**src/rtl/sram_access_ctrl.sv**
```systemverilog
// sram_access_ctrl
//   Sequencer in front of a single-row SRAM column. Accepts read/write
//   requests (valid/ready), steps the array through precharge and wordline
//   phases, samples the complementary sense outputs and returns the sensed
//   value with an error flag over a valid/ready response channel.
//
// Ports
//   clk, rst_n        clock, asynchronous active-low reset
//   req_valid/ready   request handshake (ready only in IDLE)
//   req_write         1 = write, 0 = read
//   req_data          write data
//   rsp_valid/ready   response handshake
//   rsp_data          captured sense value
//   rsp_err           unresolved bitline pair, or write readback mismatch
//   precharge_b       active-low bitline precharge (array ph2)
//   wordline          row select (array ph1)
//   we                write-driver enable
//   din               write-driver data
//   sense, sense_b    complementary sense outputs from the array
module sram_access_ctrl #(
  parameter int WIDTH      = 1,
  parameter int PRE_CYCLES = 1,
  parameter int WL_CYCLES  = 1
) (
  input  logic             clk,
  input  logic             rst_n,
  input  logic             req_valid,
  output logic             req_ready,
  input  logic             req_write,
  input  logic [WIDTH-1:0] req_data,
  output logic             rsp_valid,
  input  logic             rsp_ready,
  output logic [WIDTH-1:0] rsp_data,
  output logic             rsp_err,
  output logic             precharge_b,
  output logic             wordline,
  output logic             we,
  output logic [WIDTH-1:0] din,
  input  logic [WIDTH-1:0] sense,
  input  logic [WIDTH-1:0] sense_b
);

  localparam int MAXC = (PRE_CYCLES > WL_CYCLES) ? PRE_CYCLES : WL_CYCLES;
  localparam int CW   = $clog2(MAXC) + 1;

  typedef enum logic [1:0] {IDLE, PRECHARGE, ACCESS, RESP} state_t;

  state_t        state, state_nx;
  logic [CW-1:0] cnt, cnt_nx;
  logic          op_wr;
  logic          accept;
  logic          access_done;
  logic          err_nx;

  assign req_ready   = (state == IDLE);
  assign accept      = req_valid && req_ready;
  assign access_done = (state == ACCESS) && (cnt == '0);

  // A pair reading the same level on both rails never resolved; a write
  // additionally has to read back what was driven.
  assign err_nx = (|(~(sense ^ sense_b))) || (op_wr && (|(sense ^ din)));

  always_comb begin
    state_nx = state;
    cnt_nx   = cnt;
    case (state)
      IDLE: begin
        if (accept) begin
          cnt_nx   = CW'(PRE_CYCLES - 1);
          state_nx = PRECHARGE;
        end
      end
      PRECHARGE: begin
        if (cnt == '0) begin
          cnt_nx   = CW'(WL_CYCLES - 1);
          state_nx = ACCESS;
        end else begin
          cnt_nx = cnt - CW'(1);
        end
      end
      ACCESS: begin
        if (cnt == '0) state_nx = RESP;
        else           cnt_nx   = cnt - CW'(1);
      end
      RESP: begin
        if (rsp_valid && rsp_ready) state_nx = IDLE;
      end
      default: state_nx = IDLE;
    endcase
  end

  always_ff @(posedge clk or negedge rst_n) begin
    if (!rst_n) begin
      state <= IDLE;
      cnt   <= '0;
      op_wr <= 1'b0;
    end else begin
      state <= state_nx;
      cnt   <= cnt_nx;
      if (accept) op_wr <= req_write;
    end
  end

  // Array controls are registered from the next state so they switch
  // cleanly on the clock edge. precharge_b and wordline share one decode,
  // so precharge can never be active while the wordline is up.
  always_ff @(posedge clk or negedge rst_n) begin
    if (!rst_n) begin
      precharge_b <= 1'b0;
      wordline    <= 1'b0;
      we          <= 1'b0;
      din         <= '0;
    end else begin
      precharge_b <= (state_nx == ACCESS);
      wordline    <= (state_nx == ACCESS);
      we          <= (state_nx == ACCESS) && op_wr;
      if (accept && req_write) din <= req_data;
    end
  end

  always_ff @(posedge clk or negedge rst_n) begin
    if (!rst_n) begin
      rsp_valid <= 1'b0;
      rsp_data  <= '0;
      rsp_err   <= 1'b0;
    end else if (access_done) begin
      rsp_valid <= 1'b1;
      rsp_data  <= sense;
      rsp_err   <= err_nx;
    end else if (rsp_valid && rsp_ready) begin
      rsp_valid <= 1'b0;
    end
  end

endmodule
```
**config.mk**
```make
export PLATFORM = sky130hd
export DESIGN_NAME = sram_access_ctrl
export DESIGN_NICKNAME = d
export VERILOG_FILES = /design/src/rtl/sram_access_ctrl.sv
export SDC_FILE = /design/constraint.sdc
export NUM_CORES = 1
export LEC_CHECK = 0
export ABC_AREA = 1
export ABC_CLOCK_PERIOD_IN_PS = 1600
export BUFFER_PORTS_ARGS = -buffer_cell sky130_fd_sc_hd__buf_4
export CELL_PAD_IN_SITES_DETAIL_PLACEMENT = 0
export CELL_PAD_IN_SITES_GLOBAL_PLACEMENT = 1
export CORE_AREA = 2 2 39 41
export DETAILED_ROUTE_END_ITERATION = 16
export DIE_AREA = 0 0 41 43
export GPL_TIMING_DRIVEN = 0
export PLACE_DENSITY = 0.64
export SLEW_MARGIN = 20
export SYNTH_ARGS = -nofsm -noshare
export SYNTH_HDL_FRONTEND = slang
export SYNTH_SLANG_ARGS = --single-unit
```
**constraint.sdc**
```tcl
create_clock -name clk -period 1.6 [get_ports clk]
set_input_delay 0.24 -clock clk [delete_from_list [all_inputs] [get_ports clk]]
set_output_delay 0.24 -clock clk [all_outputs]
set_load 0.02 [all_outputs]
```
Yosys cells after proc, flatten, opt, wreduce, memory -nomap -nowiden
Cells that the tools add are included.
W data, S select, Z words.
- bitwise operators: 4
- reduce and logical (&&, ||, !) cells: 12
- multiplexer cells: 10
- add/subtract/negate cells: 1
- eq/ne operators: 5
- operator list (cell ; number):
    $mux W2 ; 4
    $pmux W2 S4 ; 1
    $eq A2 B2 Y1 const B ; 3
    $logic_and A1 B1 Y1 ; 6
    $mux W1 ; 4
    $reduce_bool A2 Y1 ; 2
    $eq A2 B1 Y1 const B ; 1
    $logic_not A2 Y1 ; 1
    $ne A2 B1 Y1 const B ; 1
    $not A1 Y1 ; 2
    $pmux W1 S2 ; 1
    $reduce_and A2 Y1 ; 1
    $reduce_or A2 Y1 ; 1
    $xor A1 B1 Y1 ; 2
    $logic_or A1 B1 Y1 ; 1
    $sub A1 B1 Y1 const B ; 1
- logic and storage cells: 41
- output and inout port bits: 8
- input port bits: 8
- register bits: 10

Depth between registers and ports, before layout
Gate-level depths: netlist of run 1.
- depth in word-level cells: 6
- depth in mapped cells: 5
- gate-level depth less buffers: 5

Worst setup path after synthesis of run 1
No wires, ideal clock.
- kind: register to register
- start point: register state[1]
- end point: register din
- cell stages (with the launch flop): 5
- data required time: 1.483 ns
- path buffers: 0
- data arrival time: 0.909 ns
- setup slack: 0.574 ns
- clock period less this slack: 1.026 ns
- path through: dfrtp_1 nor2_2 nand3_2 nand2_1 nand2_1
- word-level cells in the longest chain between the ends: 3
- RTL lines (item ; line ; source):
    start: declaration ; 48 ; state_t state, state_nx;
    start signal: assignment ; 98 ; state <= state_nx;
    $logic_not A2 Y1 ; 55 ; assign req_ready = (state == IDLE);
    named net req_ready ; 28 ; output logic req_ready,
    $logic_and A1 B1 Y1 ; 56 ; assign accept = req_valid && req_ready;
    $logic_and A1 B1 Y1 ; 117 ; if (accept && req_write) din <= req_data;
    end signal: assignment ; 117 ;
    end: declaration ; 38 ; output logic [WIDTH-1:0] din,
The timed path passes the listed nets, and every way through them passes these cells.
A chain may end at the register's enable or synchronous reset.

Final worst setup path of run 1
- start point: register state[1]
- end point: output port req_ready
- word-level cells in the longest chain between the ends: 1
- RTL lines (item ; line):
    $logic_not A2 Y1 ; 55
    end: declaration ; 28
No other way between the ends.

==> results of run 1 <==
-- layout by cell type, fill, tap and decap left out --
master          n
inv_2           2
dlygate4sd3_1   1
nor3b_1         1
nand3_2         1
nor2_2          1
clkbuf_4        3
nand3_1         3
dfrtp_1         9
buf_4          16
clkbuf_1        1
inv_1           3
o21ai_1         2
nand4_1         1
nor2_1          2
nand2_2         1
o21ai_0         1
nand2_1        13
-- report_power, final --
part	internal [W]	total (W)	switching (W)
Combinational	0.000201	0.000458	0.000257
Clock	0.0000959	0.000173	0.0000767
Sequential	0.000331	0.000416	0.0000859
Total	0.000628	0.00105	0.000419
-- logic make-up after synthesis --
family / synth area share
buf+inv: 0.07025
compound gates: 0.04012
flops: 0.6020
simple gates: 0.2877
-- layout make-up --
cell class | instances | area [um2]
Tap cell | 16 | 20.02
Sequential cell | 9 | 225.2
Fill cell | 157 | 840.8
Buffer | 1 | 7.507
Multi-Input combinational cell | 26 | 122.6
Clock buffer | 4 | 26.28
Inverter | 5 | 18.77
Timing Repair Buffer | 16 | 122.6
-- worst register-to-register path, delay by kind of cell, from the launching register on --
| kind | cells | cell delay [ns] |
|---|---|---|
| DFF | 1 | 0.44 |
| and+or+nand+nor | 4 | 0.40 |
-- how the worst max path moves through the flow --
stage	start	endpoint	slack, ns
2_1_floorplan	state[1]	din	0.57
3_3_place_gp	state[1]	req_ready	0.57
3_5_place_dp	state[1]	req_ready	0.58
4_1_cts	state[1]	req_ready	0.28
5_1_grt	state[1]	req_ready	0.22
6_report	state[1]	req_ready	0.30
-- state kept, by name (all words and copies together) (netlist names) --
name       flops
wordline       1
we             1
rsp_valid      1
rsp_err        1
op_wr          1
rsp_data       1
state          2
din            1
-- per-stage QoR --
step | util | cells | hold WS (ns)
after CTS | 0.3924 | 77 | 0.1552
after global placement | 0.3662 | 72 | 0.07021
after floorplan | - | 41 | -0.05559
final | 0.3924 | 77 | 0.1651
after global routing | 0.3924 | 77 | 0.1719
after detailed placement | 0.3662 | 72 | 0.07081
-- layer usage --
| layer | GRT usage | up-vias | routed length [um] | part of all wire |
|---|---|---|---|---|
| met4 | 0.1200 | 0 | 20 | 0.028 |
| met2 | 0.1375 | 14 | 286 | 0.40 |
| li1 | - | 168 | - | - |
| met1 | 0.1528 | 132 | 334 | 0.47 |
| met3 | 0.01571 | 2 | 66 | 0.093 |
| met5 | 0 | - | 0 | 0 |
==> key figures, run 1 <==
GRT
  – Gr ovfl total: 0
  – Global-route wire length before repair: 1276 um
  – Number of antenna violations at the first check in global routing: 0
  – Largest net degree at the start of global routing: 10
  – Number of global-route vias before repair: 312
  – Global-route usage over all layers: 0.1126

Clock tree
  – CTS tree: done
  – Buffer count from post-CTS setup fixing: 0
  – CTS root buf: clkbuf_4
  – Sinks on the clock net: 9
  – Clock-pin slew reported for the worst setup and hold paths after clock tree synthesis: 0.06 ns
  – Number of resized instances in the post-cts repair step: 0
  – Total CTS buffers: 3
  – Maximum buffer depth of the clock tree: 2
  – Hold buffer count at CTS: 1
  – Number of H-tree levels: 1
  – Clock latency on the worst-skew pair: 0.25 ns

Timing
  – Final critical-path required period: 1.299 ns
  – Final Setup Violations: 0
  – Slack of the critical path: 0.3010 ns
  – Tcrit/Tclk final: 0.8119
  – Slew HR: 0.8682
  – Worst Tran Pin Value: 0.1977 ns
  – Hold Fails Final Rpt: 0
  – Timing-limited maximum frequency: 769.8 MHz
  – RSZ-0062 raised after global routing: false
  – Final max-slew violation count: 0
  – Worst setup skew after layout: 0.001816 ns
  – Final setup TNS: 0 ns

Drt
  – Number of iterations in the first detailed-routing pass: 3
  – Via-to-Cell Ratio: 4.104
  – Total Routed Length: 707 um
  – Average wire length per cell after detail routing: 9.182 um
  – Vias after detailed routing: 316
  – Final ANT Viol Nets: 0
  – Drt drc: 0
  – DRT iter0 DRCs: 6

Yosys
  – Yosys cell types: 14
  – Mean post-synth cell area: 9.125 um2
  – Post-synth top cells: nand2_1 (13), dfrtp_1 (9), inv_1 (3), nand3_1 (3)
  – Library cell with the highest instance count after synthesis: nand2_1
  – Number of storage elements in the synthesis netlist: 9
  – Leading post-synthesis cells by cell area: dfrtp_1 (60%), nand2_1 (13%), nand3_1 (4.0%)
  – Netlist area before placement: 374.1 um2
  – Syn Inst Count: 41
  – Count of flip-flops with a built-in enable after synthesis: 0
  – Share of Yosys cell area claimed by the top area cell type: 0.6020
  – Biggest area consumer among synthesized cells: dfrtp_1
  – Sequential share of the synthesized area: 0.6020
  – Synth warnings: 0
  – Mapped Nets: 49
  – Main synth FF type: dfrtp_1
  – Share of synthesized flip-flops with an asynchronous set or reset: 1.000

Worst hold path
  – Min-Delay Path Class: in2reg
  – Worst Hold Depth: 2
  – Endpoint with the worst hold slack: rsp_valid
  – Hold Path Origin: rsp_ready

Place
  – DPL Wire Length: 533.3 um
  – # port buffers: 15
  – Dpl ws: 0.5765 ns
  – Placer's final routability congestion estimate: 0.6403
  – Placed instance area: 506.7 um2

Worst setup path
  – R2R depth: 4
  – Worst reg-to-reg setup slack: 0.66 ns
  – Data required time at the worst endpoint: 1.36 ns
  – Crit path launch type: register
  – CP Capture Type: output port
  – Cell chain of the critical path: nor2_2, buf_4
  – Highest cell delay on the worst timing path: 0.44 ns
  – Arr. time, crit path: 1.06 ns
  – Slowest cell on crit path: dfrtp_1
  – Cell type group with the largest total delay on the critical path: flip-flops
  – Reg-to-reg critical path endpoint: op_wr
  – Worst path depth: 2
  – Launch point of the worst reg-to-reg path: state[1]
  – Path type of the worst setup path: reg2out
  – Buf/Inv on CP: 1
  – Crit-path max FO: 6

Power and ir drop
  – LEAKAGE: 0.2903 nW
  – Max rail drop VDD: 480.5 uV
  – Power per Cell Area: 1928 nW/um2
  – Total power: 0.001047 W

Floorplanning
  – Area of the placeable core: 1384 um2
  – Io pins: 16
  – Initial core utilization: 0.2703
  – Total die area: 1763 um2
  – Std-Cell Rows: 14
  – Die width: 41 um
  – Overall die height: 43 um

Cells and area
  – Antenna cells: 0
  – Layout Nets: 70
  – Total non-filler cell area in the finished layout: 543.0 um2
  – Area delta synth->final: 45.15%
  – Fraction of layout cells with a size suffix above 1: 0.3934

Run
  – Reported max-cap violation count: 0

Run status
  – Result of the run: completed
No activity file was read; power rests on OpenSTA's default activity.
==> inputs of run 2 (changes only) <==
ABC_AREA = 0   (was 1)
ABC_CLOCK_PERIOD_IN_PS = 1000   (was 1600)
CORE_AREA = 2 2 40 42   (was 2 2 39 41)
DIE_AREA = 0 0 42 44   (was 0 0 41 43)
PLACE_DENSITY = 0.63   (was 0.64)
clock period = 1 ns   (was 1.6 ns; I/O delays follow)
==> run 2 against run 1 <==
Against the previous run: the run now ends with negative setup slack left; clock-buffer cell count did not move; via count grew 2.2%; sequential share of layout area shrank 4.9 points; synthesized area rose by 4.0%; sequential power rose by 54%; sequential cell count stayed put; utilization increased by 4.4 points; global-route usage decreased by 1.7 points; first-iteration DRC count fell by 50%.
==> key figures, run 2 <==
Timing
  – Slew HR: 0.8739
  – RSZ-0062 raised after global routing: true
  – Timing-limited maximum frequency: 885.0 MHz
  – Worst Tran Pin Value: 0.1881 ns
  – Worst setup skew after layout: 0.002410 ns
  – Hold Fails Final Rpt: 0
  – Final Setup Violations: 5
  – Slack of the critical path: -0.1299 ns
  – Final critical-path required period: 1.130 ns
  – Final max-slew violation count: 0
  – Tcrit/Tclk final: 1.130

Cells and area
  – Biggest register: state
  – Top library cells by usage in the layout, fill and taps aside: buf_4 (21), dfrtp_1 (8), nand2_1 (4)
  – Max FFs per register: 2
  – Finished Layout Cells: 76
  – Filler Cells Inserted: 148
  – Layout Nets: 69
  – Final Util: 0.4365
  – Area delta synth->final: 59.16%
  – Storage cell area: 226.5 um2
  – Leading cell type in the layout, fill and taps excluded: buf_4
  – Fraction of layout cells with a size suffix above 1: 0.5500
  – Antenna cells: 0
  – Area occupied by multi-input gates: 148.9 um2

Clock tree
  – Sinks on the clock net: 9
  – Clock latency on the worst-skew pair: 0.25 ns
  – CTS tree: done
  – Maximum buffer depth of the clock tree: 2
  – Number of H-tree levels: 1
  – Total CTS buffers: 3
  – Clock-pin slew reported for the worst setup and hold paths after clock tree synthesis: 0.06 ns
  – CTS root buf: clkbuf_4

Worst hold path
  – Hold Path Origin: rsp_ready
  – Endpoint with the worst hold slack: rsp_valid
  – Min-Delay Path Class: in2reg
  – Worst Hold Depth: 2

Yosys
  – Post-synthesis adder-cell area fraction: 0
  – Mean post-synth cell area: 11.79 um2
  – Post-synth top cells: dfrtp_1 (9), nand2_1 (4), nor2_1 (3)
  – Mapped Nets: 41
  – Main synth FF type: dfrtp_1
  – Leading post-synthesis cells by cell area: dfrtp_1 (58%), mux2_4 (7.7%), xnor2_1 (4.5%)
  – Xor and xnor area share after synthesis: 0.04502
  – Count of flip-flops with a built-in enable after synthesis: 0
  – Complex-gate fraction of the synthesized area: 0.08360
  – Share of Yosys cell area claimed by the top area cell type: 0.5788
  – Netlist area before placement: 389.1 um2
  – Share of synthesized flip-flops with an asynchronous set or reset: 1.000
  – Syn Inst Count: 33
  – Biggest area consumer among synthesized cells: dfrtp_1
  – Simple-gate area share of the yosys netlist: 0.1768
  – Yosys cell types: 16
  – Multiplexer share of the synthesized area: 0.07717
  – Sequential share of the synthesized area: 0.5788
  – Synth warnings: 0
  – Number of storage elements in the synthesis netlist: 9
  – Main combinational cell family by area after synthesis: simple AND/OR/NAND/NOR gates
  – Library cell with the highest instance count after synthesis: dfrtp_1

Place
  – Dpl ws: -0.1026 ns
  – DP Cell Count: 64
  – DPL Wire Length: 530.1 um
  – # port buffers: 15
  – Placer's final routability congestion estimate: 0.6390

Power and ir drop
  – LEAKAGE: 0.3136 nW
  – Max rail drop VDD: 1202 uV
  – Power per Cell Area: 2926 nW/um2

GRT
  – Global-route wire length before repair: 1262 um
  – Gr ovfl total: 0
  – Global-route usage over all layers: 0.09604
  – Number of antenna violations at the first check in global routing: 0
  – Met1 Track Usage GR: 0.1013
  – Number of global-route vias before repair: 315
  – Largest net degree at the start of global routing: 10
  – Met3 usage: 0.02500
  – GRT Max-Usage Layer: met2
  – Global routing usage on met2: 0.1531

Drt
  – Average wire length per cell after detail routing: 9.658 um
  – DRT iter0 DRCs: 3
  – Final ANT Viol Nets: 0
  – Drt drc: 0
  – Vias after detailed routing: 323
  – Total Routed Length: 734 um
  – Via-to-Cell Ratio: 4.250
  – Number of iterations in the first detailed-routing pass: 2

Worst setup path
  – CP Capture Type: output port
  – Reg-to-reg critical path endpoint: din
  – R2R depth: 3
  – Worst reg-to-reg setup slack: -0.10 ns
  – Arr. time, crit path: 0.98 ns
  – Crit-path max FO: 4
  – Data required time at the worst endpoint: 0.85 ns
  – Crit path launch type: register
  – Path type of the worst setup path: reg2out
  – Launch point of the worst reg-to-reg path: state[0]

Run status
  – Violated checks: negative setup slack
  – Result of the run: finished with violations

Run
  – Reported max-cap violation count: 0

Floorplanning
  – Area of the placeable core: 1419 um2
  – Initial core utilization: 0.2743
  – Io pins: 16
  – Std-Cell Rows: 14
  – Overall die height: 44 um
  – Total die area: 1848 um2
  – Die width: 42 um
## run 2: changes by cell type after synthesis, sizes merged, moves of 2 or more
| cell | before | now |
|---|---|---|
| a21oi | 0 | 2 |
| nand2 | 14 | 4 |
| mux2 | 0 | 2 |
| o21ai | 3 | 1 |
| inv | 5 | 2 |
| xnor2 | 0 | 2 |
| nand3 | 4 | 1 |
## run 2: kinds of logic after synthesis
kind of cell	after synthesis
mux	2
xor+xnor	2
simple gates	12
compound gates	5
flops	9
buf+inv	3
## run 2: how the worst max path moves through the flow
stage / start / end / slack, ns / depth (start not counted)
2_1_floorplan: state[0] / din / -0.14 / 3
3_3_place_gp: state[0] / din / -0.10 / 3
3_5_place_dp: state[0] / din / -0.10 / 3
4_1_cts: state[1] / req_ready / -0.13 / 2
5_1_grt: state[0] / req_ready / -0.18 / 2
6_report: state[0] / req_ready / -0.13 / 2
## run 2: per-stage QoR
step / area (um2) / total power (W) / hold WS, ns / TNS (ns)
6_report: 619.3 / 0.001812 / 0.08618 / -0.3702
5_1_grt: 619.3 / 0.001949 / 0.08506 / -0.5840
4_1_cts: 596.8 / 0.001774 / 0.07922 / -0.3441
3_5_place_dp: 523.0 / 0.001384 / -0.02141 / -0.2238
3_3_place_gp: 523.0 / 0.001368 / -0.02067 / -0.2007
2_1_floorplan: 390.4 / 0.001098 / -0.1456 / -0.1807
## run 2: timing repair
action / in CTS / in global routing
setup endpoints to repair: 5 / 8
setup buffers: 5 / 3
endpoints found under the hold margin: 9 / 0
gates cloned: 0 / 0
gates resized for setup: 2 / 0
pin swaps: 2 / 2
hold buffers: 1 / 0
## run 2: power by group
part           switching [W]  internal (W)  leakage (nW)
clock               0.000123      0.000154        0.0150
sequential          0.000119      0.000522         0.107
combinational       0.000397      0.000497         0.191
## run 2: worst max-delay path, cell delays in order, from the launching register on
cell and delay [ns]:
dfrtp_1 0.42, nor2_4 0.17, buf_6 0.14
## run 2: metal layers
metal  vias up  wire length [um]  share of wire
met5         -                 0              0
met4         0                 0              0
met3         0                46          0.063
met2        10               389           0.53
met1       153               298           0.41
li1        160                 -              -
## run 2: cell type report
type,count,area share
clock buffers,4,0.04242
inverters,2,0.01212
multi-input cells,21,0.2404
flip-flops and latches,9,0.3657
well taps,16,0.03232
repair buffers,24,0.3071
==> inputs of run 3 (changes only) <==
ABC_CLOCK_PERIOD_IN_PS = 1100   (was 1000)
CORE_AREA = 2 2 39 41   (was 2 2 40 42)
DIE_AREA = 0 0 41 43   (was 0 0 42 44)
clock period = 1.1 ns   (was 1 ns; I/O delays follow)
==> run 3 against run 2 <==
Against the previous run: final area is 4.8% lower; hold slack better by 0.027 ns; critical endpoint unchanged; largest power group unchanged; critical path type unchanged; clock power is 12% lower; power is 14% lower; register-to-register slack better by 0.11 ns; setup slack better by 0.12 ns; via count is 8.4% lower; final cell count is 5.3% lower; the flow still finishes with violations (negative setup slack).
==> key figures, run 3 (synthesis gave the netlist of run 2 again) <==
Run status
  – Result of the run: finished with violations
  – Violated checks: negative setup slack

Drt
  – Final ANT Viol Nets: 0
  – Vias after detailed routing: 296
  – Number of iterations in the first detailed-routing pass: 2
  – Drt drc: 0
  – Average wire length per cell after detail routing: 9.389 um
  – Total Routed Length: 676 um
  – DRT iter0 DRCs: 1
  – Via-to-Cell Ratio: 4.111

Floorplanning
  – Overall die height: 43 um
  – Total die area: 1763 um2
  – Io pins: 16
  – Area of the placeable core: 1384 um2
  – Die width: 41 um
  – Std-Cell Rows: 14
  – Initial core utilization: 0.2812

Cells and area
  – Max FFs per register: 2
  – Storage cell area: 226.5 um2
  – Finished Layout Cells: 72
  – Filler Cells Inserted: 142
  – Total non-filler cell area in the finished layout: 589.3 um2
  – Biggest register: state
  – Top library cells by usage in the layout, fill and taps aside: buf_4 (17), dfrtp_1 (8), nand2_1 (4)
  – Antenna cells: 0
  – Area occupied by multi-input gates: 148.9 um2
  – Layout Nets: 65
  – Area delta synth->final: 51.45%
  – Leading cell type in the layout, fill and taps excluded: buf_4
  – Fraction of layout cells with a size suffix above 1: 0.5179

Power and ir drop
  – Power per Cell Area: 2658 nW/um2
  – LEAKAGE: 0.2935 nW
  – Max rail drop VDD: 944.0 uV

Place
  – Placer's final routability congestion estimate: 0.6319
  – Dpl ws: -0.01350 ns
  – # port buffers: 15
  – Placed instance area: 521.8 um2
  – DP Cell Count: 64

Worst setup path
  – Path type of the worst setup path: reg2out
  – Crit path from: state[1]
  – Data required time at the worst endpoint: 0.94 ns
  – Crit-path max FO: 3
  – Launch point of the worst reg-to-reg path: state[1]
  – Arr. time, crit path: 0.94 ns
  – Crit path launch type: register
  – CP Capture Type: output port

Timing
  – Final Setup Violations: 1
  – Worst Tran Pin Value: 0.1760 ns
  – Tcrit/Tclk final: 1.006
  – RSZ-0062 raised after global routing: true
  – Slew HR: 0.8820
  – Final max-slew violation count: 0
  – Timing-limited maximum frequency: 903.9 MHz
  – Hold Fails Final Rpt: 0
  – Final critical-path required period: 1.106 ns
  – Slack of the critical path: -0.006354 ns
  – Worst setup skew after layout: 0.003323 ns

Clock tree
  – Clock-pin slew reported for the worst setup and hold paths after clock tree synthesis: 0.06 ns
  – Number of H-tree levels: 1
  – Maximum buffer depth of the clock tree: 2
  – CTS tree: done
  – Sinks on the clock net: 9
  – CTS root buf: clkbuf_4
  – Total CTS buffers: 3
  – Clock latency on the worst-skew pair: 0.25 ns

GRT
  – Number of global-route vias before repair: 274
  – Global-route usage over all layers: 0.09919
  – Largest net degree at the start of global routing: 10
  – Global-route wire length before repair: 1152 um
  – Number of antenna violations at the first check in global routing: 0
  – Gr ovfl total: 0

Run
  – Reported max-cap violation count: 0

Worst hold path
  – Hold Path Origin: rsp_ready
  – Min-Delay Path Class: in2reg
==> run 3: cell types whose count changed in the layout (fill, tap and decap cells not counted), sizes merged <==
cell / change
buf: -4
==> run 3: path summary, 6_finish.rpt <==
kind	end	slack (ns)	depth (start not counted)
min in group asynchronous	we	0.27	2
hold reg to reg	rsp_data	0.51	1
setup / recovery	req_ready	-0.006	2
hold / removal	rsp_valid	0.11	2
max in group asynchronous	state[1]	0.68	2
setup reg to reg	rsp_data	0.01	3
==> run 3: metrics by stage <==
| stage | TNS (ns) | util | hold slack, ns | power, W |
|---|---|---|---|---|
| 2_1_floorplan | -0.05299 | - | -0.1306 | 0.0009934 |
| 3_3_place_gp | -0.02009 | 0.3770 | -0.005854 | 0.001238 |
| 3_5_place_dp | -0.01350 | 0.3770 | -0.004410 | 0.001253 |
| 4_1_cts | -0.02005 | 0.4231 | 0.1046 | 0.001579 |
| 5_1_grt | -0.07934 | 0.4259 | 0.1128 | 0.001695 |
| 6_report | -0.006354 | 0.4259 | 0.1132 | 0.001566 |
==> run 3: cell type report <==
cell class              instances  share of cell area
flip-flops and latches          9              0.3843
repair buffers                 19              0.2590
multi-input cells              21              0.2527
clock buffers                   4             0.04459
well taps                      16             0.03397
plain buffers                   1             0.01274
inverters                       2             0.01274
==> run 3: critical path, cell delays in order (launching register included) <==
cell and delay (ns):
dfrtp_2 0.42, nor2_4 0.14, buf_6 0.13
==> run 3: layer usage <==
| layer | part of all wire | track usage | wire length [um] | up-vias |
|---|---|---|---|---|
| met3 | 0.083 | 0.03141 | 56 | 0 |
| met4 | 0 | 0.06000 | 0 | 0 |
| met2 | 0.46 | 0.1281 | 311 | 12 |
| li1 | - | - | - | 153 |
| met5 | 0 | 0 | 0 | - |
| met1 | 0.46 | 0.1386 | 308 | 131 |
==> run 3: power by group <==
group          switching [W]  internal, W  leakage [nW]
Combinational       0.000345     0.000395         0.171
Sequential          0.000107     0.000475         0.107
Clock               0.000106     0.000139        0.0150
Total               0.000558      0.00101         0.294
==> run 3: timing repair <==
action / 4_1_cts / 5_1_grt
setup buffers: 3 / 0
hold endpoints to repair: 9 / 0
hold buffers: 1 / 0
gates resized for setup: 2 / 1
setup endpoints to repair: 2 / 3
pin swaps: 1 / 0
